===== src/rtl/jtpopeye_dma_pkg.sv =====
// Shared types and constants for the Popeye object DMA sequencer.
// JTPOPEYE_DMA_DBLBUF_EN widens the object buffer address by one bank bit.
package jtpopeye_pkg;

  localparam int OBJ_AW      = 10;
  localparam int DMA_DEF_LEN = 1024;

`ifdef JTPOPEYE_DMA_DBLBUF_EN
  localparam int OBJ_OUT_AW = OBJ_AW + 1;
`else
  localparam int OBJ_OUT_AW = OBJ_AW;
`endif

  typedef enum logic [2:0] {
    IDLE,
    REQ,
    XFER,
    FLUSH,
    REL
  } dma_state_e;

endpackage


===== src/rtl/jtpopeye_dma_if.sv =====
// Z80 bus arbitration and main-RAM DMA read port shared by the DMA and the CPU board.
interface jtpopeye_dma_if;
  import jtpopeye_pkg::*;

  logic              busrq_n;
  logic              busak_n;
  logic              dma_cs;
  logic [OBJ_AW-1:0] AD_DMA;
  logic [7:0]        DD_DMA;

  modport master (
    output busrq_n,
    output dma_cs,
    output AD_DMA,
    input  busak_n,
    input  DD_DMA
  );

  modport slave (
    input  busrq_n,
    input  dma_cs,
    input  AD_DMA,
    output busak_n,
    output DD_DMA
  );

endinterface


===== src/rtl/jtpopeye_dma.sv =====
// Object DMA: on each VB rise, grab the Z80 bus and copy DMA_LEN bytes of main RAM
// into the object buffer. Define JTPOPEYE_DMA_DBLBUF_EN for a ping-pong buffer with obj_bank.
module jtpopeye_dma
  import jtpopeye_pkg::*;
#(
  parameter int unsigned       DMA_LEN    = DMA_DEF_LEN,
  parameter logic [OBJ_AW-1:0] START_ADDR = 10'h000
) (
  input  logic                  clk,
  input  logic                  rst,
  input  logic                  cen,
  input  logic                  VB,
  jtpopeye_dma_if.master        bus,
  output logic                  obj_we,
  output logic [OBJ_OUT_AW-1:0] obj_addr,
  output logic [7:0]            obj_data,
`ifdef JTPOPEYE_DMA_DBLBUF_EN
  output logic                  obj_bank,
`endif
  output logic                  busy,
  output logic                  done,
  output logic                  overrun
);

  localparam logic [OBJ_AW-1:0] LAST_IDX = OBJ_AW'(DMA_LEN - 1);

  dma_state_e            state_q, state_d;
  logic                  vbl_q, vbl_d;
  logic [OBJ_AW-1:0]     cnt_q, cnt_d;
  logic                  busrq_n_q, busrq_n_d;
  logic                  dma_cs_q, dma_cs_d;
  logic [OBJ_AW-1:0]     ad_q, ad_d;
  logic                  obj_we_q, obj_we_d;
  logic [OBJ_OUT_AW-1:0] obj_addr_q, obj_addr_d;
  logic [7:0]            obj_data_q, obj_data_d;
  logic                  busy_q, busy_d;
  logic                  done_q, done_d;
  logic                  overrun_q, overrun_d;
`ifdef JTPOPEYE_DMA_DBLBUF_EN
  logic                  bank_q, bank_d;
`endif

  logic                  trig;
  logic [OBJ_AW-1:0]     wr_idx;

  assign trig = VB & ~vbl_q;

  always_ff @(posedge clk) begin
    if (rst) begin
      state_q    <= IDLE;
      vbl_q      <= 1'b0;
      cnt_q      <= '0;
      busrq_n_q  <= 1'b1;
      dma_cs_q   <= 1'b0;
      ad_q       <= START_ADDR;
      obj_we_q   <= 1'b0;
      obj_addr_q <= '0;
      obj_data_q <= '0;
      busy_q     <= 1'b0;
      done_q     <= 1'b0;
      overrun_q  <= 1'b0;
`ifdef JTPOPEYE_DMA_DBLBUF_EN
      bank_q     <= 1'b0;
`endif
    end else begin
      state_q    <= state_d;
      vbl_q      <= vbl_d;
      cnt_q      <= cnt_d;
      busrq_n_q  <= busrq_n_d;
      dma_cs_q   <= dma_cs_d;
      ad_q       <= ad_d;
      obj_we_q   <= obj_we_d;
      obj_addr_q <= obj_addr_d;
      obj_data_q <= obj_data_d;
      busy_q     <= busy_d;
      done_q     <= done_d;
      overrun_q  <= overrun_d;
`ifdef JTPOPEYE_DMA_DBLBUF_EN
      bank_q     <= bank_d;
`endif
    end
  end

  always_comb begin
    state_d    = state_q;
    vbl_d      = vbl_q;
    cnt_d      = cnt_q;
    busrq_n_d  = busrq_n_q;
    dma_cs_d   = dma_cs_q;
    ad_d       = ad_q;
    obj_we_d   = 1'b0;
    obj_addr_d = obj_addr_q;
    obj_data_d = obj_data_q;
    busy_d     = busy_q;
    done_d     = done_q;
    overrun_d  = overrun_q;
`ifdef JTPOPEYE_DMA_DBLBUF_EN
    bank_d     = bank_q;
`endif
    wr_idx     = '0;

    if (cen) begin
      vbl_d     = VB;
      done_d    = 1'b0;
      overrun_d = trig && (state_q != IDLE);

      unique case (state_q)
        IDLE: begin
          if (trig) begin
            state_d   = REQ;
            busy_d    = 1'b1;
            busrq_n_d = 1'b0;
          end
        end
        REQ: begin
          if (!bus.busak_n) begin
            state_d  = XFER;
            cnt_d    = '0;
            dma_cs_d = 1'b1;
          end
        end
        XFER: begin
          // Data on DD_DMA now belongs to the address issued on the previous cen.
          ad_d = START_ADDR + cnt_q;
          if (cnt_q != '0) begin
            obj_we_d = 1'b1;
            wr_idx   = cnt_q - OBJ_AW'(1);
          end
          cnt_d = cnt_q + OBJ_AW'(1);
          if (cnt_q == LAST_IDX) state_d = FLUSH;
        end
        FLUSH: begin
          obj_we_d  = 1'b1;
          wr_idx    = LAST_IDX;
          dma_cs_d  = 1'b0;
          busrq_n_d = 1'b1;
          state_d   = REL;
        end
        REL: begin
          if (bus.busak_n) begin
            state_d = IDLE;
            busy_d  = 1'b0;
            done_d  = 1'b1;
`ifdef JTPOPEYE_DMA_DBLBUF_EN
            bank_d  = ~bank_q;
`endif
          end
        end
        default: state_d = IDLE;
      endcase

      if (obj_we_d) begin
`ifdef JTPOPEYE_DMA_DBLBUF_EN
        obj_addr_d = {~bank_q, wr_idx};
`else
        obj_addr_d = wr_idx;
`endif
        obj_data_d = bus.DD_DMA;
      end
    end
  end

  assign bus.busrq_n = busrq_n_q;
  assign bus.dma_cs  = dma_cs_q;
  assign bus.AD_DMA  = ad_q;
  assign obj_we      = obj_we_q;
  assign obj_addr    = obj_addr_q;
  assign obj_data    = obj_data_q;
  assign busy        = busy_q;
  assign done        = done_q;
  assign overrun     = overrun_q;
`ifdef JTPOPEYE_DMA_DBLBUF_EN
  assign obj_bank    = bank_q;
`endif

endmodule


===== src/flat_wrapper.sv =====
// flat-port wrapper written by rule: the top's interface ports become plain ports
module jtpopeye_dma_flat import jtpopeye_pkg::*;
#(
  parameter int unsigned       DMA_LEN    = DMA_DEF_LEN,
  parameter logic [OBJ_AW-1:0] START_ADDR = 10'h000
)
  (clk, rst, cen, VB, obj_we, obj_addr, obj_data, busy, done, overrun, bus_busrq_n, bus_dma_cs, bus_AD_DMA, bus_busak_n, bus_DD_DMA);
  jtpopeye_dma_if bus_i ();
  input  logic clk;
  input  logic rst;
  input  logic cen;
  input  logic VB;
  output logic obj_we;
  output logic [OBJ_OUT_AW-1:0] obj_addr;
  output logic [7:0] obj_data;
  output logic busy;
  output logic done;
  output logic overrun;
  output wire logic [$bits(bus_i.busrq_n)-1:0] bus_busrq_n;
  output wire logic [$bits(bus_i.dma_cs)-1:0] bus_dma_cs;
  output wire logic [$bits(bus_i.AD_DMA)-1:0] bus_AD_DMA;
  input wire logic [$bits(bus_i.busak_n)-1:0] bus_busak_n;
  input wire logic [$bits(bus_i.DD_DMA)-1:0] bus_DD_DMA;
  assign bus_busrq_n = bus_i.busrq_n;
  assign bus_dma_cs = bus_i.dma_cs;
  assign bus_AD_DMA = bus_i.AD_DMA;
  assign bus_i.busak_n = bus_busak_n;
  assign bus_i.DD_DMA = bus_DD_DMA;
  jtpopeye_dma #(.DMA_LEN(DMA_LEN), .START_ADDR(START_ADDR)) u_core (.clk(clk), .rst(rst), .cen(cen), .VB(VB), .bus(bus_i), .obj_we(obj_we), .obj_addr(obj_addr), .obj_data(obj_data), .busy(busy), .done(done), .overrun(overrun));
endmodule

===== config.mk =====
export PLATFORM = sky130hd
export DESIGN_NAME = jtpopeye_dma_flat
export DESIGN_NICKNAME = d
export VERILOG_FILES = /design/src/rtl/jtpopeye_dma_pkg.sv /design/src/rtl/jtpopeye_dma_if.sv /design/src/rtl/jtpopeye_dma.sv /design/src/flat_wrapper.sv
export SDC_FILE = /design/constraint.sdc
export NUM_CORES = 1
export LEC_CHECK = 0
export ABC_AREA = 1
export BUFFER_PORTS_ARGS = -buffer_cell sky130_fd_sc_hd__buf_2
export CAP_MARGIN = 20
export CELL_PAD_IN_SITES_DETAIL_PLACEMENT = 1
export CELL_PAD_IN_SITES_GLOBAL_PLACEMENT = 1
export CORE_MARGIN = 10
export CORE_UTILIZATION = 39
export DETAILED_ROUTE_END_ITERATION = 16
export PLACE_DENSITY = 0.82
export SLEW_MARGIN = 30
export SYNTH_ARGS = -nofsm -noshare
export SYNTH_HDL_FRONTEND = slang
export SYNTH_SLANG_ARGS = --single-unit

===== constraint.sdc =====
create_clock -name clk -period 2.21 [get_ports clk]
set_input_delay 0.442 -clock clk [delete_from_list [all_inputs] [get_ports clk]]
set_output_delay 0.442 -clock clk [all_outputs]
set_load 0.05 [all_outputs]

# After elaboration in Yosys (flattened, before gate mapping)
# Index checks and enable logic that the tools add are counted.
# Widths: inputs -> output; s select.
# word_totals
regBits,48
out_inout_bits,34
# classes
n_reduce_logical,16
n_bitwise,3
muxes,21
add_sub_neg,2
n_eq_ne,9
# ops
operator,count
$pmux 10 s2,2
$mux 10,2
$pmux 3 s5,1
$mux 3,4
$add 10x1->10 const B,1
$eq 10x10->1 const B,1
$reduce_bool 10->1,1
$sub 10x1->10 const B,1
$reduce_and 3->1,3
$mux 1,8
$pmux 1 s2,4
$reduce_bool 2->1,4
$eq 3x2->1 const B,2
$reduce_and 5->1,1
$ne 2x1->1 const B,2
$ne 2x2->1 const B,2
$reduce_and 2->1,2
$reduce_and 4->1,1
$eq 3x1->1 const B,1
$eq 3x3->1 const B,1
$logic_not 3->1,1
$reduce_bool 3->1,1
$not 1->1,2
$reduce_or 2->1,1
2 further kinds,2

# Longest topological paths before layout
# logic_depth
word_depth,5
depth_mapped,10
depth_no_buf,9

# Worst setup path after synthesis
# OpenSTA, ideal clock, no wires.
# synth_path
kind,reg-to-reg
from,register u_core.cnt_q[0]
to,register u_core.obj_data_q[5] (netlist: u_core.obj_data[5])
path_stages_with_launch,11
setup_ps,68
arrival_time_ps,1508
path_slack_ps,634
path_buffers,2
path_cell_list,dfxtp_1 > inv_1 > ha_1 > nand2_2 > nor2_4 > nand2_4 > nand2_4 > buf_6 > buf_12 > nand3_2 > a21oi_2
# synth_between
elab_chain_len,5
# synth_lines
item,line_no,source
start: declaration,jtpopeye_dma.sv:29,"logic [OBJ_AW-1:0] cnt_q, cnt_d;"
start signal: assignment,jtpopeye_dma.sv:68,cnt_q <= cnt_d;
$reduce_bool 10->1,jtpopeye_dma.sv:125,if (cnt_q != '0) begin
$mux 1,jtpopeye_dma.sv:125,
$pmux 1 s2,jtpopeye_dma.sv:107,unique case (state_q)
$mux 1,jtpopeye_dma.sv:102,if (cen) begin
$reduce_and 2->1 (no source line),--,
end signal: assignment,jtpopeye_dma.sv:74,obj_data_q <= obj_data_d;
end: declaration,jtpopeye_dma.sv:35,"logic [7:0] obj_data_q, obj_data_d;"
# Every way passes these cells. The select of a mux whose other input is x is not followed.
# A chain may end at the register's enable or synchronous reset.

# Worst setup path after layout
# layout_path
from,register u_core.cnt_q[0]
to,register u_core.obj_addr_q[3] (netlist: u_core.obj_addr[3])
# layout_between
elab_chain_len,5
word_cells_on_any_way,8
classes_between,1 x add/sub; 5 x mux; 2 x reduce/logical
# layout_lines
item,line_no,source
branches (longest 5 deep; another with $sub 10x1->10),--,
end signal: assignment,jtpopeye_dma.sv:73,obj_addr_q <= obj_addr_d;
end: declaration,jtpopeye_dma.sv:34,"logic [OBJ_OUT_AW-1:0] obj_addr_q, obj_addr_d;"
# Parallel ways; which one is timed is not known. The select of a mux whose other input is x is not followed.

==> results.md <==
- Status: complete, no violations
- Worst-path clk slew: 0.09 ns
- Worst ir drop on vdd: 0.3917 mV
- CTS Buffer Depth: 2
- Setup crit start: u_core.cnt_q[0]$_SDFFE_PP0P_
- Post-DP HPWL: 5.326 mm
- FF-to-FF End: u_core.obj_addr[3]$_SDFFE_PP0P_
- Lkg Pwr: 1.292 nW
- Worst Path Required: 2.41 ns
- Share of cells above drive strength 1: 21.08%
- Worst-Margin Slew: 0.4365 ns
- Post-Synthesis Cells: 324
- Depth of the CTS H-tree: 2
- Setup tns final: 0 ns
- Placed insts: 438
- FILL cells: 764
- First-pass GRT wire length: 11.53 mm
- Inserted Clock Buffers: 5
- Overflow after GRT: 0
- Area delta synth->final: 17.66%
- Initial DRC count: 120
- Antenna Violating Nets Remaining: 0
- Post-synthesis cell area: 2317 um^2
- Max-cap viol count: 0
- Clock skew: 0.004318 ns
- Initial antenna violation count: 0
- Drt drc: 0
- Hold WC Path Type: in2reg
- Buffers on Ports: 46
- Final Cycle Share: 84.59%
- CTS root buf: clkbuf_8
- Setup ws final: 0.3406 ns
- Via/cell ratio: 5.175
- R2r setup slk: 0.34 ns
- Post-synth EDFFs: 0
- Cell Rows: 28
- Initial Utilization: 39.61%
- DIE AREA: 9425 um^2
- Cell area after layout: 2726 um^2
- Post-cts resize count: 0
- Largest net degree at the start of global routing: 28
- RSZ-0062 raised after global routing: no
- Fin crit period: 1.869 ns
- TritonCTS clock tree: yes
- Worst Setup EP: u_core.obj_addr[3]$_SDFFE_PP0P_
- Area after DPL: 2597 um^2
- Final hold vios: 0
- FF+latch count, synth: 48
- Avg Synthesized Cell Area: 7.152 um^2
- Setup CP Type: reg2reg
- Hold_buf cts: 0
- GRT Overall Usage: 14.42%
- Postcts setup bufs: 0
- Reg2Reg Depth: 9
- Horiz. Die Dim: 97.08 um
- Routed vias: 2,303
- Setup crit end kind: flop
- FMAX: 534.9 MHz
- Seq/Total Area, Yosys: 41.47%
- Slew margin rel.: 70.83%
- CP Max Fanout: 13
- Multi-input logic area: 1151 um^2
- Placeable Area: 5851 um^2
- Syn nets: 339
- Type of origin of the critical path: flop
- Placer Congestion: 0.8657
- Clock Latency Late Sink: 0.30 ns
- Slew Viols, Final: 0
- Power Density: 851.5 nW/um^2
- Fraction of registers with async set/reset: 0%
- Pre-Repair DR Iteration Count: 4
- Wire per inst: 15.73 um
- Vias in the first global route: 2,383
- Reg2Reg Launch Point: u_core.cnt_q[0]$_SDFFE_PP0P_
- DP Worst Slack: 0.3864 ns
- Routed wire length: 6.998 mm
- Yosys warnings: 0
- Final number of setup-violating endpoints: 0
- FF+latch area: 960.9 um^2
- Height of the die: 97.08 um
- Yosys cell types: 28
- Sink Count: 48
- Predominant post-synthesis flop cell: dfxtp_1
- Num ports: 47
- N_diodes: 0
- Finished Layout Cells: 445
- Critical Path AT: 2.07 ns
- Nets@finish: 385
[logic make-up (layout without fill, tap and decap cells)]
group | after synthesis | in the layout | synth area share (%)
flip-flops | 48 | 48 | 41.47
XOR/XNOR | 2 | 2 | 0.7561
adder cells (fa/ha/maj) | 2 | 2 | 1.080
buffers and inverters | 42 | 88 | 8.855
AND/OR/NAND/NOR | 171 | 171 | 34.34
AO/OA/AOI/OAI | 59 | 59 | 13.50
[cell usage after synthesis (2+ instances only)]
library cell  number  area share, %
nand2_1           74             12
dfxtp_1           48             41
nor2_1            42            6.8
a21oi_1           30            6.5
inv_1             27            4.4
o21ai_0           24            5.2
nand3_1           20            4.3
nand4_1           11            3.0
clkbuf_1           6           0.97
nand3b_1           5            1.6
a21oi_2            4            1.5
buf_2              4           0.86
nand3_2            4            1.7
nor3_1             4           0.86
buf_6              3            1.5
nor2_4             3            1.5
ha_1               2            1.1
nand2_4            2           0.97
nor2_2             2           0.54
[worst min path at each step]
| stage | end | depth (start not counted) | startpoint | slack [ns] |
|---|---|---|---|---|
| 2_1_floorplan | u_core.vbl_q$_SDFFE_PP0P_ | 2 | u_core.vbl_q$_SDFFE_PP0P_ | 0.47 |
| 3_3_place_gp | u_core.bus.dma_cs$_SDFFE_PP0P_ | 2 | u_core.bus.dma_cs$_SDFFE_PP0P_ | 0.43 |
| 3_5_place_dp | u_core.bus.dma_cs$_SDFFE_PP0P_ | 2 | u_core.bus.dma_cs$_SDFFE_PP0P_ | 0.44 |
| 4_1_cts | u_core.bus.busrq_n$_SDFFE_PP1P_ | 3 | rst | 0.38 |
| 5_1_grt | u_core.obj_data[6]$_SDFFE_PP0P_ | 3 | bus_DD_DMA[6] | 0.38 |
| 6_report | u_core.bus.busrq_n$_SDFFE_PP1P_ | 3 | rst | 0.38 |
[through the flow]
step	hold WS (ns)	util, %	power (mW)
6_report	0.3799	46.60	2.322
2_1_floorplan	0.4719	-	1.441
3_3_place_gp	0.4340	44.40	1.584
3_5_place_dp	0.4426	44.40	1.602
5_1_grt	0.3828	46.60	2.432
4_1_cts	0.3816	46.60	2.342
[power breakdown]
group          leakage, nW  switching (mW)  internal (mW)
clock               0.0642           0.293          0.445
combinational        0.839           0.446          0.159
sequential           0.389          0.0476          0.930
total                 1.29           0.787           1.54
[critical path: stages, from the launching register on]
cell,delay (ns)
dfxtp_1,0.36
inv_1,0.15
ha_1,0.28
nand2_2,0.12
nor2_4,0.17
nand2_4,0.10
nand2_4,0.07
nand2_1,0.26
nor2_1,0.20
nor2_1,0.06
[cell usage in the layout (no fill, tap or decap), types with 2 or more instances in the layout]
cell / synthesis / routed
nand2_1: 74 / 74
dfxtp_1: 48 / 48
buf_2: 4 / 46
nor2_1: 42 / 42
a21oi_1: 30 / 30
inv_1: 27 / 27
o21ai_0: 24 / 24
nand3_1: 20 / 20
nand4_1: 11 / 11
buf_4: 1 / 8
nand3b_1: 5 / 5
clkbuf_8: 0 / 5
nor3_1: 4 / 4
nand3_2: 4 / 4
a21oi_2: 4 / 4
nor2_4: 3 / 3
nor2_2: 2 / 2
nand2_4: 2 / 2
ha_1: 2 / 2
bufinv_16: 0 / 2
[final cells by class]
class | count | share of cell area (%)
flip-flops and latches | 48 | 35.25
multi-input cells | 234 | 42.22
clock inverters | 2 | 2.203
well taps | 75 | 3.442
repair buffers | 54 | 10.65
clock buffers | 5 | 2.524
inverters | 27 | 3.717
[state kept, by name (all words and copies together), names as in the netlist]
register / flops
u_core.busy: 1
u_core.vbl_q: 1
u_core.obj_we: 1
u_core.done: 1
u_core.obj_data: 8
u_core.cnt_q: 10
u_core.bus.dma_cs: 1
u_core.state_q: 3
u_core.bus.AD_DMA: 10
u_core.bus.busrq_n: 1
u_core.obj_addr: 10
u_core.overrun: 1
[layer usage]
layer  track usage (%)  wire, um
met3             3.485       266
met1             16.85      3171
met2             24.90      3434
met5                 0         0
met4             5.108       126
No activity file was read; power rests on OpenSTA's default activity.
